===== src/rtl/ascon_pack.sv =====
// -----------------------------------------------------------------------------
// ascon_pack
// Shared definitions for the ASCON-128 encryption control path:
//   - type_fsm_state : the states of the encryption controller
//   - ROUND_LAST     : round index at which every permutation burst ends
//   - PA_START       : round index loaded by init_a (12-round pa)
//   - PB_START       : round index loaded by init_b (6-round pb)
// -----------------------------------------------------------------------------
package ascon_pack;

    typedef enum logic [3:0] {
        IDLE,
        CONV_INIT,
        INIT_R,
        WAIT_AD,
        AD_FIRST,
        AD_R,
        WAIT_PT,
        PT_FIRST,
        PT_R,
        WAIT_FIN,
        FIN_FIRST,
        FIN_R
    } type_fsm_state;

    localparam logic [3:0] ROUND_LAST = 4'd11;
    localparam logic [3:0] PA_START   = 4'd0;
    localparam logic [3:0] PB_START   = 4'd6;

endpackage


===== src/rtl/fsm_ascon_ctrl.sv =====
// -----------------------------------------------------------------------------
// fsm_ascon_ctrl
// Control FSM for ASCON-128 encryption. Sequences initialisation (pa), one
// associated-data block (pb), NB_PT plaintext blocks (NB_PT-1 with pb, the
// last one folded into finalisation with pa) and finalisation. It drives the
// permutation datapath enables and the external round counter, whose value
// it reads back on cpt_i.
//
// Ports:
//   clock_i           rising-edge clock
//   reset_i           asynchronous active-high reset
//   start_i           launch one encryption (sampled in IDLE only)
//   data_valid_i      AD / plaintext word valid (sampled in WAIT_* only)
//   cpt_i[3:0]        round index from the external counter
//   en_cpt_o          counter increment
//   init_a_o          counter load 0 (pa)
//   init_b_o          counter load 6 (pb)
//   data_sel_o        0: external state, 1: registered state
//   en_reg_state_o    state register load
//   en_xor_data_o     XOR data into x0 before the round
//   en_xor_key_o      XOR key into x1,x2 before the round
//   en_xor_key_end_o  XOR key into x3,x4 after the round
//   en_xor_lsb_o      XOR 1 into x4 LSB after the round
//   en_cipher_o       capture cipher register
//   cipher_valid_o    one-cycle pulse, cipher word valid (registered)
//   end_o             tag valid, sticky until the next start (registered)
//   busy_o            high in every state but IDLE
// -----------------------------------------------------------------------------
module fsm_ascon_ctrl
    import ascon_pack::*;
#(
    parameter int NB_PT = 4
) (
    input  logic       clock_i,
    input  logic       reset_i,
    input  logic       start_i,
    input  logic       data_valid_i,
    input  logic [3:0] cpt_i,
    output logic       en_cpt_o,
    output logic       init_a_o,
    output logic       init_b_o,
    output logic       data_sel_o,
    output logic       en_reg_state_o,
    output logic       en_xor_data_o,
    output logic       en_xor_key_o,
    output logic       en_xor_key_end_o,
    output logic       en_xor_lsb_o,
    output logic       en_cipher_o,
    output logic       cipher_valid_o,
    output logic       end_o,
    output logic       busy_o
);

    // Plaintext blocks handled by PT_FIRST/PT_R; the last block is absorbed
    // during finalisation, so the loop exits after NB_PT-1 blocks.
    localparam logic [3:0] BLK_LAST = 4'(NB_PT - 2);

    type_fsm_state state_reg;
    type_fsm_state state_next;
    logic [3:0]    blk_reg;
    logic [3:0]    blk_next;
    logic          end_next;
    logic          round_last;

    // Every burst leaves on the same counter value; wrap-around is never used.
    assign round_last = (cpt_i == ROUND_LAST);

    // -------------------------------------------------------------------------
    // State, block counter and registered status flags
    // -------------------------------------------------------------------------
    always_ff @(posedge clock_i or posedge reset_i) begin
        if (reset_i) begin
            state_reg      <= IDLE;
            blk_reg        <= 4'd0;
            cipher_valid_o <= 1'b0;
            end_o          <= 1'b0;
        end else begin
            state_reg      <= state_next;
            blk_reg        <= blk_next;
            cipher_valid_o <= en_cipher_o;
            end_o          <= end_next;
        end
    end

    // -------------------------------------------------------------------------
    // Next state and output decode
    // -------------------------------------------------------------------------
    always_comb begin
        state_next       = state_reg;
        blk_next         = blk_reg;
        end_next         = end_o;
        en_cpt_o         = 1'b0;
        init_a_o         = 1'b0;
        init_b_o         = 1'b0;
        data_sel_o       = 1'b0;
        en_reg_state_o   = 1'b0;
        en_xor_data_o    = 1'b0;
        en_xor_key_o     = 1'b0;
        en_xor_key_end_o = 1'b0;
        en_xor_lsb_o     = 1'b0;
        en_cipher_o      = 1'b0;
        busy_o           = (state_reg != IDLE);

        case (state_reg)
            IDLE: begin
                if (start_i) begin
                    // Counter load is masked while reset is held so every
                    // output reads 0 during reset regardless of start_i.
                    init_a_o   = !reset_i;
                    blk_next   = 4'd0;
                    end_next   = 1'b0;
                    state_next = CONV_INIT;
                end
            end

            CONV_INIT: begin
                // Round 0 runs on the external IV||K||N word.
                en_reg_state_o = 1'b1;
                en_cpt_o       = 1'b1;
                state_next     = INIT_R;
            end

            INIT_R: begin
                data_sel_o     = 1'b1;
                en_reg_state_o = 1'b1;
                if (round_last) begin
                    en_xor_key_end_o = 1'b1;
                    state_next       = WAIT_AD;
                end else begin
                    en_cpt_o = 1'b1;
                end
            end

            WAIT_AD: begin
                // Holding init_b parks the counter on the pb start value.
                init_b_o = 1'b1;
                if (data_valid_i) begin
                    state_next = AD_FIRST;
                end
            end

            AD_FIRST: begin
                data_sel_o     = 1'b1;
                en_reg_state_o = 1'b1;
                en_xor_data_o  = 1'b1;
                en_cpt_o       = 1'b1;
                state_next     = AD_R;
            end

            AD_R: begin
                data_sel_o     = 1'b1;
                en_reg_state_o = 1'b1;
                if (round_last) begin
                    // Domain separation bit after the AD permutation.
                    en_xor_lsb_o = 1'b1;
                    state_next   = WAIT_PT;
                end else begin
                    en_cpt_o = 1'b1;
                end
            end

            WAIT_PT: begin
                init_b_o = 1'b1;
                if (data_valid_i) begin
                    state_next = PT_FIRST;
                end
            end

            PT_FIRST: begin
                data_sel_o     = 1'b1;
                en_reg_state_o = 1'b1;
                en_xor_data_o  = 1'b1;
                en_cipher_o    = 1'b1;
                en_cpt_o       = 1'b1;
                state_next     = PT_R;
            end

            PT_R: begin
                data_sel_o     = 1'b1;
                en_reg_state_o = 1'b1;
                if (round_last) begin
                    if (blk_reg == BLK_LAST) begin
                        state_next = WAIT_FIN;
                    end else begin
                        blk_next   = blk_reg + 4'd1;
                        state_next = WAIT_PT;
                    end
                end else begin
                    en_cpt_o = 1'b1;
                end
            end

            WAIT_FIN: begin
                // Finalisation is a full 12-round pa: park the counter on 0.
                init_a_o = 1'b1;
                if (data_valid_i) begin
                    state_next = FIN_FIRST;
                end
            end

            FIN_FIRST: begin
                data_sel_o     = 1'b1;
                en_reg_state_o = 1'b1;
                en_xor_data_o  = 1'b1;
                en_xor_key_o   = 1'b1;
                en_cipher_o    = 1'b1;
                en_cpt_o       = 1'b1;
                state_next     = FIN_R;
            end

            FIN_R: begin
                data_sel_o     = 1'b1;
                en_reg_state_o = 1'b1;
                if (round_last) begin
                    en_xor_key_end_o = 1'b1;
                    end_next         = 1'b1;
                    state_next       = IDLE;
                end else begin
                    en_cpt_o = 1'b1;
                end
            end

            default: begin
                state_next = IDLE;
            end
        endcase
    end

endmodule


===== config.mk =====
export PLATFORM = sky130hd
export DESIGN_NAME = fsm_ascon_ctrl
export DESIGN_NICKNAME = d
export VERILOG_FILES = /design/src/rtl/ascon_pack.sv /design/src/rtl/fsm_ascon_ctrl.sv
export SDC_FILE = /design/constraint.sdc
export NUM_CORES = 1
export LEC_CHECK = 0
export BUFFER_PORTS_ARGS = -buffer_cell sky130_fd_sc_hd__buf_2
export CAP_MARGIN = 10
export CORE_AREA = 3 3 56 58
export CTS_BUF_LIST = sky130_fd_sc_hd__clkbuf_4 sky130_fd_sc_hd__clkbuf_8
export DETAILED_ROUTE_END_ITERATION = 10
export DIE_AREA = 0 0 59 61
export PLACE_DENSITY = 0.56
export SETUP_SLACK_MARGIN = 0.5
export SYNTH_ARGS = -nofsm -noshare
export SYNTH_HDL_FRONTEND = slang
export SYNTH_SLANG_ARGS = --single-unit

===== constraint.sdc =====
create_clock -name clock_i -period 3.7 [get_ports clock_i]
set_input_delay 0.37 -clock clock_i [delete_from_list [all_inputs] [get_ports clock_i]]
set_output_delay 0.37 -clock clock_i [all_outputs]
set_load 0.02 [all_outputs]

==> results.cfg, run 1 <==
[run_status]
status = finished, final reports clean

[yosys]
syn_area_um2 = 928
synth_edf_count = 0
synth_flop_cell = dfrtp_1
synthMuxAreaShare_pct = 4.72
synth-simple-area-share_pct = 31.7
synthArstFlopShare_pct = 100
synth_xor_area_share_pct = 2.83
synth_compound_area_share_pct = 23.3
synthAdderAreaFrac_pct = 2.70
seq_area_frac_synth_pct = 27.0
synth_top_family_by_area = simple AND/OR/NAND/NOR gates
synth_seq_cells = 10
synthCells = 113
syn-num-nets = 123
ys_warn_count = 0
synth_cell_types = 46
syn_avg_cell_area_um2 = 8.22

[finish]
finalNonFillerCells = 158
area_growth_syn_to_layout_pct = 13.1
diodes = 0
layout_common_cells = 20 x buf_2, 13 x nor2_1, 11 x a21oi_1, 10 x dfrtp_1, 6 x nand2b_1
fillers = 302
mostFrequentLayoutCell = buf_2
drive_gt1_share_pct = 21.3
nNetsFinal = 138

[critical_path]
cp_cell_sequence = nand2b_1 -> nor2_1 -> a21oi_1 -> o22ai_1 -> buf_2
crit_fanout = 26
cp-end-kind = output pin
crit_arrival_ns = 2.04
critPathKind = flip-flop to output pin
worst_path_dominant_cell_family = flip-flops
cp-start-kind = flip-flop
path_buf_inv = 1
critPathMaxStageDelay_ns = 0.89
required_ns = 3.33
cpMaxStageDelayCell = dfrtp_1

[sta]
clock.fmax_mhz = 414
grt_setup_unrepaired = no
hold_viol = 0
period_minus_slack_ns = 2.41
slew_headroom_pct = 43.2
tightestPinTransition_ns = 0.852
setup_viol = 0
finalClockSkew_ns = 0.000606
finalSetupTns_ns = 0
min_period_over_period_pct = 65.3
drv_slew = 0

[drt]
viasPerCell = 5.57
drtIter0Drc = 10
antenna_left = 0
wl_per_cell_um = 13.8
drc = 0
drt_pass1_iterations = 4
routed-via-count = 880
wl_mm = 2.17

[clocking]
post_cts_resized = 0
clk_pin_slew_ns = 0.06
cts_setup_buffers = 0
holdBufCountCts = 0
cts.sinks = 10
cts_tree = done
numCtsBuffers = 3
clk_latency_ns = 0.27
clockBufferDepth = 2
cts-root-buf = clkbuf_4
htreeDepth = 1

[floorplan]
num_io_pins = 21
start_util_pct = 34.3
dieArea_um2 = 3600
die_w_um = 59
die_y_um = 61
num_rows = 19
core-area_um2 = 2710

[grt]
grt_pass1_wl_mm = 3.45
grt.overflow.total = 0
first_global_vias = 746
grt_usage_pct = 12.8
grt_max_degree = 28
grt_antenna_before_repair = 0

[power_and_ir_drop]
p_leak_uw = 0.000481
p_per_area_nw_per_um2 = 929
peakVddDrop_v = 0.000567

[job]
max_cap_viol_count = 0

[place]
port_buffers = 20
gp_congestion = 0.806
dp_hpwl_mm = 1.56
dp_cells = 154

[min_path]
hp-class = input pin to asynchronous set/reset pin
[synth_stat cells, types with 3 or more instances]
cell | instances | share of area, %
nor2_1 | 13 | 5.3
a31oi_1 | 3 | 2.0
clkbuf_1 | 5 | 2.0
dfrtp_1 | 10 | 27
mux2_1 | 3 | 3.6
nor2b_1 | 4 | 2.7
nor3_1 | 3 | 1.6
o22ai_1 | 3 | 2.0
nand2_1 | 4 | 1.6
or3_1 | 3 | 2.0
a21oi_1 | 11 | 5.9
inv_1 | 5 | 2.0
nand2b_1 | 6 | 4.0
[path summary, 6_finish.rpt]
path / start / endpoint / slack (ns) / cells past startpoint
setup / recovery: state_reg[2] / en_xor_data_o / 1.29 / 5
hold / removal: reset_i / state_reg[3] / 0.07 / 2
setup reg to reg: state_reg[2] / state_reg[0] / 1.51 / 4
hold reg to reg: end_o / end_o / 0.50 / 2
max in group asynchronous: reset_i / blk_reg[2] / 3.36 / 2
min in group clock_i: end_o / end_o / 0.50 / 2
[per-layer routing]
metal | GRT usage, % | share of wire (%)
met1 | 16.9 | 48
met2 | 20.2 | 47
met5 | 0 | 0
met4 | 1.94 | 0.28
met3 | 5.11 | 4.6
[logic make-up (layout without fill, tap and decap cells)]
| logic type | after synthesis | after routing |
|---|---|---|
| adder cells (fa/ha/maj) | 2 | 2 |
| multiplexers | 4 | 4 |
| AO/OA/AOI/OAI | 32 | 32 |
| flip-flops | 10 | 10 |
| XOR/XNOR | 3 | 3 |
| AND/OR/NAND/NOR | 47 | 47 |
| buffers and inverters | 15 | 29 |
[cell type report]
cell class / count / area, um2 / share of cell area (%)
Inverter: 5 / 18.8 / 1.79
Tap cell: 31 / 38.8 / 3.69
Clock buffer: 4 / 36.3 / 3.46
Sequential cell: 10 / 250 / 23.8
Timing Repair Buffer: 20 / 100 / 9.54
Multi-Input combinational cell: 88 / 606 / 57.7
[metrics by stage]
step	hold slack [ns]	setup WS (ns)	power (uW)	area, um2	util (%)
6_report	0.0744	1.29	975	1050	38.7
4_1_cts	0.0966	1.32	978	1050	38.7
3_3_place_gp	0.379	1.63	866	1010	37.4
5_1_grt	0.0936	1.07	1060	1050	38.7
2_1_floorplan	0.210	1.61	757	928	-
3_5_place_dp	0.384	1.54	878	1010	37.4
[where the power goes]
part,internal [uW],switching [uW]
Clock,59.9,39.1
Sequential,151,153
Combinational,258,315
Power figures use the tool's default switching activity.
==> run 2, diff against run 1 <==
--- a/config.mk
+++ b/config.mk
@@ -11,7 +11,7 @@
 export CTS_BUF_LIST = sky130_fd_sc_hd__clkbuf_4 sky130_fd_sc_hd__clkbuf_8
 export DETAILED_ROUTE_END_ITERATION = 10
 export DIE_AREA = 0 0 59 61
-export PLACE_DENSITY = 0.56
+export PLACE_DENSITY = 0.58
 export SETUP_SLACK_MARGIN = 0.5
 export SYNTH_ARGS = -nofsm -noshare
 export SYNTH_HDL_FRONTEND = slang
==> constraint.sdc (replaced) <==
create_clock -name clock_i -period 2.1 [get_ports clock_i]
set_input_delay 0.21 -clock clock_i [delete_from_list [all_inputs] [get_ports clock_i]]
set_output_delay 0.21 -clock clock_i [all_outputs]
set_load 0.02 [all_outputs]
==> run 2 against run 1 <==
Net effect:
- count of clock-buffer cells in the layout stayed put
- combinational power grew to 4.2 times the previous value
- setup slack worse by 1.0 ns
- critical endpoint is now state_reg[0]
- largest power group unchanged
- highest routed layer unchanged
==> results.cfg, run 2 (synthesis results as in run 1) <==
[clocking]
cts_tree = done
htreeDepth = 1
cts-root-buf = clkbuf_4
clk_pin_slew_ns = 0.08
clk_latency_ns = 0.28
cts.sinks = 10
numCtsBuffers = 3
clockBufferDepth = 2

[critical_path]
cpMaxStageDelayCell = or4_4
crit_fanout = 6
crit_arrival_ns = 1.99
worst_path_dominant_cell_family = simple AND/OR/NAND/NOR gates
critPathMaxStageDelay_ns = 0.47
cp-start-kind = flip-flop
cp-end-kind = flip-flop
cp_cell_sequence = buf_6 -> or4_4 -> o32a_1 -> o211ai_2 -> mux2_4
required_ns = 2.25
critPathKind = flip-flop to flip-flop
path_buf_inv = 1

[job]
max_cap_viol_count = 0

[place]
gp_congestion = 0.832
dp_cells = 163
port_buffers = 20
dp_hpwl_mm = 1.84

[drt]
wl_met2_mm = 1.58
viasPerCell = 5.54
routed-via-count = 1114
antenna_left = 0
m1WireLength_mm = 1.35
drt_pass1_iterations = 4
detailroute.wirelength.met3_um = 149
drtIter0Drc = 18
wl_per_cell_um = 15.6
dr.max_layer_used = met4
wl_mm = 3.14
drc = 0

[sta]
setup_viol = 0
slew_headroom_pct = 71.3
grt_setup_unrepaired = yes
clock.fmax_mhz = 543
finalClockSkew_ns = 0.0109
hold_viol = 0
tightestPinTransition_ns = 0.430
drv_slew = 0
hold-worst-slack_ns = 0.359
finalSetupTns_ns = 0
min_period_over_period_pct = 87.7
period_minus_slack_ns = 1.84

[grt]
grt.overflow.total = 0
first_global_vias = 1015
grt_max_degree = 11
grt_antenna_before_repair = 0
grt_pass1_wl_mm = 4.55
grt_usage_pct = 16.5

[finish]
fillers = 205
layout_common_cells = 33 x buf_4, 16 x buf_6, 10 x buf_2, 9 x nor2_1, 7 x a21oi_1
finalNonFillerCells = 201
mostFrequentLayoutCell = buf_4
diodes = 0
area_growth_syn_to_layout_pct = 84.0
nNetsFinal = 181
utilization_pct = 63.0
drive_gt1_share_pct = 62.9

[power_and_ir_drop]
p_per_area_nw_per_um2 = 1730
peakVddDrop_v = 0.00101
p_leak_uw = 0.000765
finalPower_uw = 2960

[floorplan]
num_io_pins = 21
start_util_pct = 34.3
num_rows = 19
die_y_um = 61
dieArea_um2 = 3600
core-area_um2 = 2710
die_w_um = 59

[run_status]
status = finished, final reports clean

[min_path]
hp-class = input pin to flip-flop
==> run 2: changes by cell type in the layout (fill, tap and decap cells not counted), sizes merged <==
cell / change
inv: -1
buf: +42
dlygate4sd3: +1
clkinvlp: +1
==> run 2: worst paths after layout <==
kind                               from           end  slack, ns  cells past startpoint
min in group asynchronous       reset_i         end_o       0.52                      3
hold / removal                  start_i    blk_reg[3]       0.36                      3
setup / recovery           state_reg[3]  state_reg[0]       0.26                      5
max in group asynchronous       reset_i  state_reg[2]       1.25                      3
setup reg to reg           state_reg[3]  state_reg[0]       0.26                      5
hold reg to reg                   end_o         end_o       0.55                      2
==> run 2: worst reg2reg max path: cells and delay by family (launching register included) <==
family / cells / cell delay, ns
AOI/OAI and AO/OA: 2 / 0.36
DFF: 1 / 0.43
buffers and inverters: 1 / 0.14
and+or+nand+nor: 1 / 0.47
muxes: 1 / 0.33
==> run 2: final cells by class <==
cell class,count,area (um2),share of cell area [%]
inverters,5,22.5,1.32
flip-flops and latches,10,255,14.9
repair buffers,63,546,31.9
well taps,31,38.8,2.27
clock buffers,4,36.3,2.12
multi-input cells,88,810,47.4
==> run 2: through the flow <==
stage,cell area [um2],setup slack [ns]
after global placement,1130,0.318
after global routing,1710,0.229
final,1710,0.259
after floorplan,990,0.399
after detailed placement,1130,0.254
after CTS,1520,0.261
==> run 2: what timing repair did <==
item / in CTS / in global routing
hold buffers: 1 / 0
gates cloned: 1 / 0
buffers inserted: 24 / 8
hold endpoints to repair: 10 / 0
pin swaps: 14 / 23
resized for setup: 38 / 33
endpoints found under the setup margin: 16 / 19
==> run 2: where the power goes <==
group / total [uW] / internal (uW) / switching [uW] / leakage (uW)
clock: 178 / 105 / 72.6 / 0.0000210
combinational: 2410 / 1250 / 1160 / 0.000618
sequential: 372 / 278 / 94.5 / 0.000126
==> run 2: per-layer routing <==
metal,GRT usage [%],vias to the layer above
met1,19.1,544
met3,4.26,8
li1,-,530
met4,4.53,0
met5,0,-
met2,30.1,32
==> run 3, diff against run 2 <==
==> constraint.sdc (replaced) <==
create_clock -name clock_i -period 2.1 [get_ports clock_i]
set_input_delay 0.105 -clock clock_i [delete_from_list [all_inputs] [get_ports clock_i]]
set_output_delay 0.105 -clock clock_i [all_outputs]
set_load 0.02 [all_outputs]
==> run 3 against run 2 <==
Net effect:
- clock power shrank 28%
- sequential power grew 2%
- count of clock-buffer cells in the layout decreased by 1
- setup slack better by 0.11 ns
- highest routed layer unchanged
- hold slack got worse by 0.084 ns
- via count shrank 6.2%
- cell count down 9.0%
- core utilization down 10 points
- final area decreased by 16%
- wire length fell by 9.8%
==> results.cfg, run 3 (synthesis results as in run 1) <==
[run_status]
status = finished, final reports clean

[power_and_ir_drop]
finalPower_uw = 2400
p_leak_uw = 0.000649
p_per_area_nw_per_um2 = 1680
peakVddDrop_v = 0.000874

[grt]
grt.overflow.total = 0
grt_antenna_before_repair = 0
grt_max_degree = 17
first_global_vias = 1044
grt_pass1_wl_mm = 4.82
grt_usage_pct = 17.2

[sta]
finalSetupTns_ns = 0
tightestPinTransition_ns = 0.402
setup_ws_ns = 0.368
finalClockSkew_ns = 0.00612
min_period_over_period_pct = 82.5
setup_viol = 0
slew_headroom_pct = 73.2
hold-worst-slack_ns = 0.274
drv_slew = 0
period_minus_slack_ns = 1.73
grt_setup_unrepaired = yes
clock.fmax_mhz = 577
hold_viol = 0

[floorplan]
num_rows = 19
die_w_um = 59
die_y_um = 61
start_util_pct = 34.3
core-area_um2 = 2710
num_io_pins = 21
dieArea_um2 = 3600

[critical_path]
cp-end-kind = flip-flop
crit_arrival_ns = 1.87
required_ns = 2.24
critPathKind = flip-flop to flip-flop
cp-start-kind = flip-flop
startpoint = state_reg[3]
ff2ff_setup_slack_ns = 0.37
reg2reg_from = state_reg[3]
crit_path_end = state_reg[0]
crit_fanout = 8
r2r_cells = 4
reg2reg_to = state_reg[0]

[drt]
drc = 0
drtIter0Drc = 27
routed-via-count = 1045
drt_pass1_iterations = 4
wl_mm = 2.83
wl_per_cell_um = 15.5
antenna_left = 0
viasPerCell = 5.71

[job]
max_cap_viol_count = 0

[clocking]
clockBufferDepth = 2
cts_tree = done
numCtsBuffers = 3
cts.sinks = 10
cts-root-buf = clkbuf_4
htreeDepth = 1
clk_pin_slew_ns = 0.07
clk_latency_ns = 0.26

[finish]
mostFrequentLayoutCell = buf_4
drive_gt1_share_pct = 52.6
layout_common_cells = 22 x buf_4, 15 x buf_2, 11 x nor2_1, 10 x a21oi_1, 7 x buf_6
nNetsFinal = 164
area_growth_syn_to_layout_pct = 53.9
design_area_um2 = 1430
fillers = 252
diodes = 0

[place]
dpl_cell_area_um2 = 1090
dp_hpwl_mm = 1.79
port_buffers = 20
gp_congestion = 0.752
dp_slack_ns = 0.248

[min_path]
hp-class = input pin to flip-flop
run 3: critical path, stage by stage, from the launching register on:
cell      delay (ns)
dfrtp_2         0.48
or4_4           0.49
o32a_1          0.21
o211ai_2        0.11
mux2_4          0.32
run 3: cell type report:
cell class	instances	area, um2	area share [%]
multi-input combinational	88	742	51.9
timing repair buffer	46	349	24.4
sequential	10	255	17.9
tap	31	38.8	2.71
clock buffer	3	22.5	1.58
inverter	5	21.3	1.49
run 3: worst min path at each step:
stage                        end  cells past startpoint  slack [ns]     from
floorplan             blk_reg[0]                      1       -0.05  reset_i
global placement    state_reg[3]                      2        0.13  reset_i
detailed placement  state_reg[1]                      2        0.13  reset_i
CTS                   blk_reg[3]                      3        0.25  start_i
global route          blk_reg[3]                      3        0.31  start_i
finish                blk_reg[3]                      3        0.27  start_i
run 3: power by group:
part / leakage [uW] / internal (uW) / switching, uW
Combinational: 0.000510 / 904 / 984
Clock: 0.0000138 / 66.0 / 62.6
Sequential: 0.000126 / 278 / 101
Total: 0.000649 / 1250 / 1150
run 3: timing repair:
| item | 4_1_cts | 5_1_grt |
|---|---|---|
| gates resized for setup | 29 | 17 |
| buffers inserted | 18 | 1 |
| cloned | 1 | 0 |
| pin swaps | 5 | 6 |
| hold endpoints to repair | 10 | 0 |
| endpoints found under the setup margin | 19 | 16 |
| hold buffers | 1 | 0 |
run 3: routing by layer:
metal | vias to the layer above | wire length (um) | global-route usage, %
met5 | - | 0 | 0
met4 | 0 | 10 | 1.29
met3 | 2 | 98 | 3.40
met2 | 22 | 1420 | 31.1
met1 | 527 | 1300 | 22.1
li1 | 494 | - | -
run 3: through the flow:
step                      util, %  cells
after CTS                    50.2    182
final                        52.7    183
after global routing         52.7    183
after detailed placement     40.3    159
after floorplan                 -    113
after global placement       40.3    159
